## src/rtl/lcd_bus_master.sv

```systemverilog
// lcd_bus_master: turns byte commands into the bus-write sequence that drives
// an HD44780-class character LCD through the responder's LCD window
// (data register 0xF000, control register 0xF001). After reset it waits out
// the panel power-up time, then replays a fixed init sequence before it
// accepts commands. Control word layout: {13'b0, E, RW, RS}.
module lcd_bus_master #(
   parameter int PWRUP_CYC = 2000000,
   parameter int EN_CYC    = 25,
   parameter int CMD_CYC   = 2500,
   parameter int LONG_CYC  = 80000
) (
   input  logic        clk,
   input  logic        rst,
   input  logic        cmd_valid,
   input  logic [7:0]  cmd_data,
   input  logic        cmd_rs,
   output logic        cmd_ready,
   output logic        init_done,
   output logic [31:0] addr,
   output logic [15:0] write,
   output logic        we,
   output logic        re,
   input  logic [15:0] read,
   input  logic        ready
);

   localparam logic [31:0] DATA_ADDR = 32'h0000_F000;
   localparam logic [31:0] CTRL_ADDR = 32'h0000_F001;

   // One shared 24-bit down-counter; PULSE and WAIT load length-1 so the
   // state lasts exactly the requested number of cycles.
   localparam logic [23:0] PWRUP_LD = 24'(PWRUP_CYC);
   localparam logic [23:0] EN_LD    = 24'(EN_CYC - 1);
   localparam logic [23:0] CMD_LD   = 24'(CMD_CYC - 1);
   localparam logic [23:0] LONG_LD  = 24'(LONG_CYC - 1);
   localparam bit          CMD_ZERO  = (CMD_CYC == 0);
   localparam bit          LONG_ZERO = (LONG_CYC == 0);

   typedef enum logic [2:0] {
      PWRUP,
      IDLE,
      W_DATA,
      W_SETUP,
      W_EN_HI,
      PULSE,
      W_EN_LO,
      WAIT
   } state_t;

   state_t      state, stateNext;
   logic [23:0] cnt, cntNext;
   logic [7:0]  byteQ, byteNext;
   logic        rsQ, rsNext;
   logic [1:0]  idx, idxNext, idxInc;
   logic        initMode, initModeNext;
   logic        initDone, initDoneNext;
   logic        isLong;
   logic        finish;

   // The LCD is write-only; the read bus is never consumed.
   logic unusedRead;
   assign unusedRead = ^read;

   function automatic logic [7:0] initRom(input logic [1:0] i);
      case (i)
         2'd0:    initRom = 8'h38;  // 8-bit bus, 2 lines, 5x8 font
         2'd1:    initRom = 8'h0C;  // display on, cursor off
         2'd2:    initRom = 8'h01;  // clear display
         default: initRom = 8'h06;  // entry mode: increment, no shift
      endcase
   endfunction

   assign idxInc    = idx + 2'd1;
   // Clear and home commands need the long settle time.
   assign isLong    = !rsQ && (byteQ >= 8'h01) && (byteQ <= 8'h03);
   assign init_done = initDone;
   assign re        = 1'b0;

   // State register plus latched command, counter and init bookkeeping.
   always_ff @(posedge clk) begin
      if (rst) begin
         state    <= PWRUP;
         cnt      <= PWRUP_LD;
         byteQ    <= 8'h00;
         rsQ      <= 1'b0;
         idx      <= 2'd0;
         initMode <= 1'b0;
         initDone <= 1'b0;
      end else begin
         state    <= stateNext;
         cnt      <= cntNext;
         byteQ    <= byteNext;
         rsQ      <= rsNext;
         idx      <= idxNext;
         initMode <= initModeNext;
         initDone <= initDoneNext;
      end
   end

   // Next-state logic and bus outputs; W_* states hold until the bus is ready.
   always_comb begin
      stateNext    = state;
      cntNext      = cnt;
      byteNext     = byteQ;
      rsNext       = rsQ;
      idxNext      = idx;
      initModeNext = initMode;
      initDoneNext = initDone;
      cmd_ready    = 1'b0;
      addr         = 32'h0;
      write        = 16'h0;
      we           = 1'b0;
      finish       = 1'b0;

      case (state)
         PWRUP: begin
            if (cnt == 24'd0) begin
               byteNext     = initRom(2'd0);
               rsNext       = 1'b0;
               idxNext      = 2'd0;
               initModeNext = 1'b1;
               stateNext    = W_DATA;
            end else begin
               cntNext = cnt - 24'd1;
            end
         end
         IDLE: begin
            cmd_ready = 1'b1;
            if (cmd_valid) begin
               byteNext  = cmd_data;
               rsNext    = cmd_rs;
               stateNext = W_DATA;
            end
         end
         W_DATA: begin
            addr  = DATA_ADDR;
            write = {8'h00, byteQ};
            we    = 1'b1;
            if (ready) stateNext = W_SETUP;
         end
         W_SETUP: begin
            addr  = CTRL_ADDR;
            write = {13'b0, 1'b0, 1'b0, rsQ};
            we    = 1'b1;
            if (ready) stateNext = W_EN_HI;
         end
         W_EN_HI: begin
            addr  = CTRL_ADDR;
            write = {13'b0, 1'b1, 1'b0, rsQ};
            we    = 1'b1;
            if (ready) begin
               cntNext   = EN_LD;
               stateNext = PULSE;
            end
         end
         PULSE: begin
            if (cnt == 24'd0) stateNext = W_EN_LO;
            else              cntNext   = cnt - 24'd1;
         end
         W_EN_LO: begin
            addr  = CTRL_ADDR;
            write = {13'b0, 1'b0, 1'b0, rsQ};
            we    = 1'b1;
            if (ready) begin
               // A zero-length settle skips WAIT entirely.
               if (isLong ? LONG_ZERO : CMD_ZERO) begin
                  finish = 1'b1;
               end else begin
                  cntNext   = isLong ? LONG_LD : CMD_LD;
                  stateNext = WAIT;
               end
            end
         end
         WAIT: begin
            if (cnt == 24'd0) finish = 1'b1;
            else              cntNext = cnt - 24'd1;
         end
         default: stateNext = PWRUP;
      endcase

      // End of a send: next init byte, end of init, or back to IDLE.
      if (finish) begin
         if (initMode) begin
            if (idx == 2'd3) begin
               initModeNext = 1'b0;
               initDoneNext = 1'b1;
               stateNext    = IDLE;
            end else begin
               idxNext   = idxInc;
               byteNext  = initRom(idxInc);
               rsNext    = 1'b0;
               stateNext = W_DATA;
            end
         end else begin
            stateNext = IDLE;
         end
      end
   end

endmodule

```

## config.mk

```make
export PLATFORM = sky130hd
export DESIGN_NAME = lcd_bus_master
export DESIGN_NICKNAME = d
export VERILOG_FILES = /design/src/rtl/lcd_bus_master.sv
export SDC_FILE = /design/constraint.sdc
export NUM_CORES = 1
export LEC_CHECK = 0
export CAP_MARGIN = 30
export CORE_MARGIN = 2
export CORE_UTILIZATION = 42
export CTS_BUF_LIST = sky130_fd_sc_hd__clkbuf_16
export CTS_CLUSTER_DIAMETER = 30
export DETAILED_ROUTE_END_ITERATION = 10
export PLACE_DENSITY = 0.76
export SLEW_MARGIN = 20
export SYNTH_ARGS = -nofsm -noshare
export SYNTH_HDL_FRONTEND = slang
export SYNTH_SLANG_ARGS = --single-unit
```

## constraint.sdc

```tcl
create_clock -name clk -period 2.35 [get_ports clk]
set_input_delay 0.47 -clock clk [delete_from_list [all_inputs] [get_ports clk]]
set_output_delay 0.47 -clock clk [all_outputs]
set_load 0.02 [all_outputs]
```

==> metrics.txt <==
status=complete, no violations; Crit Path Category=flop to flop; HPWL Detailed=between 4000 and 5000 um; number of CTS-inserted buffers=5; hold slack=0.4779 ns; core area=0.005956 sq mm; ratio of cells with drive above 1 in the final layout=0.1481; unrepaired setup endpoints after global routing=no; clk slew on worst S/H paths=roughly 0.06 ns; first-pass GRT wire length=10,410 um; Post-synth top cells=dfxtp_1, buf_4, a21oi_1; gpl congestion=0.8701; Hold Buf Count CTS=0; Multi-input gate area=0.001595 sq mm; H-tree Lvls=2; skew final=0.004312 ns; grt ovf=0; drt drc=0; total vias in the final route=2,556; Synth Register Bits=40; Initial DRC Count=173; post-route cell area=0.003192 sq mm; number of max-cap violations=0; DP Area=between 0.002 and 0.003 sq mm; register area share after synthesis=0.3086; Post-Syn Area per Cell=a little under 8 sq um; final cell count without fillers=453; Hold WC Path Type=flop to flop; CP startpoint kind=flop; Clk Latency, worst-skew pair=0.29 ns; Fin Setup TNS=0 ns; Pwr per Cell Area=approximately 520 mW/mm^2; Post-synth EDFFs=0; met2 usage=0.3177; drt first pass iters=4; gr busiest metal=met2; Mapped Area=0.002595 sq mm; Fillers=around 580; Register Area=805.8 sq um; main flop type after synthesis=dfxtp_1; num ports=~80; FMAX=435.6 MHz; Synth area leaders=dfxtp_1, buf_4, a21oi_1; cell count after synthesis=332; Async S/R FF share, synth=0; CTS sink count=40; final worst path period need=around 2.3 ns; max_slew headroom=0.5819; Leak=~0.0012 uW; starting density of the core=0.4357; Avg WL per Cell=roughly 14 um; Die Area=0.006824 sq mm; Layout Nets=around 410; final setup vio count=0; detailed-route vias per instance=5.642; number of global-route vias before repair=2,210; YS warnings=0; Hold Violations, Final=0; worst path required time=2.58 ns; met1 Use GR=0.2541; Die Y=82.61 um; Layout area overhead=23.00%; Max IR drop VDD=0.0003953 V; count leader, synth=dfxtp_1; maximum fanout along the worst path=3; Max clock buf depth=2; Antenna Nets Post-Route=0; CTS tree=yes; IO Port Bufs=28; grt met3 use=0.04130; Cells after DPL=approximately 440; initial antenna violation count=0; Die W=82.61 um; Root Buffer=clkbuf_16; area leader, netlist=dfxtp_1; # diodes=0; arrival time at the worst endpoint=2.53 ns; post-synth cell types=53; Final Cycle Share=0.9768; Final Total Pwr=1670 uW; largest net degree at the start of global routing=16; area fraction of the dominant cell type after synthesis=0.3086; all-layer global routing usage=0.1963; Worst Tran Pin Value=0.6249 ns; Slew Viols, Final=0; drt total wl=6460 um; Crit. End Element=flop; Rows=28
power breakdown:
part | internal (uW) | total [uW] | switching, uW
registers | 701 | 730 | 28.7
clock network | 395 | 694 | 299
logic | 99.7 | 246 | 146
stage by stage:
step,setup WS (ns),util
6_report,0.05444,0.5359
2_1_floorplan,0.02445,-
4_1_cts,0.01215,0.5261
5_1_grt,0.004149,0.5359
3_3_place_gp,0.07761,0.4994
3_5_place_dp,0.04676,0.4994
path summary, 6_finish.rpt:
kind         depth (start not counted)      start  slack (ns)   endpoint
max                                  5     cnt[8]        0.05    cnt[23]
min                                  1  init_done        0.48  init_done
max reg2reg                          5     cnt[8]        0.05    cnt[23]
min reg2reg                          1  init_done        0.48  init_done
layout make-up:
cell class,instances,share of cell area
tap,75,0.02940
inverter,7,0.008232
multi-input combinational,263,0.4998
sequential,40,0.2525
clock inverter,3,0.007448
timing repair buffer,60,0.1635
clock buffer,5,0.03920
critical path, stage by stage (launching register included):
cell	delay, ns
dfxtp_1	0.31
or4_4	0.56
or4_4	0.51
or3_4	0.38
or4_1	0.41
nand2_1	0.08
cell families after synthesis:
logic type,Yosys count,synth area share
other,1,0.001445
XOR/XNOR,3,0.01013
AO/OA/AOI/OAI,93,0.2334
flip-flops,40,0.3086
buffers and inverters,64,0.1499
multiplexers,3,0.01157
AND/OR/NAND/NOR,123,0.2609
adder cells (fa/ha/maj),5,0.02411
routing by layer:
metal	vias to the layer above	wire [um]
met3	9	305
met2	78	3098
li1	1244	-
met5	-	0
met1	1225	2963
met4	0	91
registers in the layout, summed over array words and instances (netlist names):
name,cells
init_done,1
initMode,1
state,3
byteQ,8
idx,2
cnt,24
rsQ,1
timing repair:
| action | in CTS | in global routing |
|---|---|---|
| setup buffers | 0 | 1 |
| gates cloned | 0 | 0 |
| endpoints found under the setup margin | 8 | 28 |
| resized for setup | 5 | 11 |
| pin swaps | 0 | 1 |
cell usage in the layout, fill, tap and decap left out, types with 6 or more instances in the layout:
master / synthesis / final
nor3_1: 13 / 13
nor4_1: 12 / 9
buf_4: 39 / 32
clkdlybuf4s50_1: 0 / 26
o21ai_0: 23 / 23
dfxtp_1: 40 / 38
o211ai_1: 6 / 6
or4_1: 8 / 7
a21oi_1: 24 / 24
nand2_1: 21 / 21
a211oi_1: 7 / 7
and2_1: 8 / 8
inv_1: 6 / 6
or3_1: 8 / 7
nor2_1: 22 / 20
conb_1: 1 / 36
Note: power is estimated with default switching activity, not from simulation.
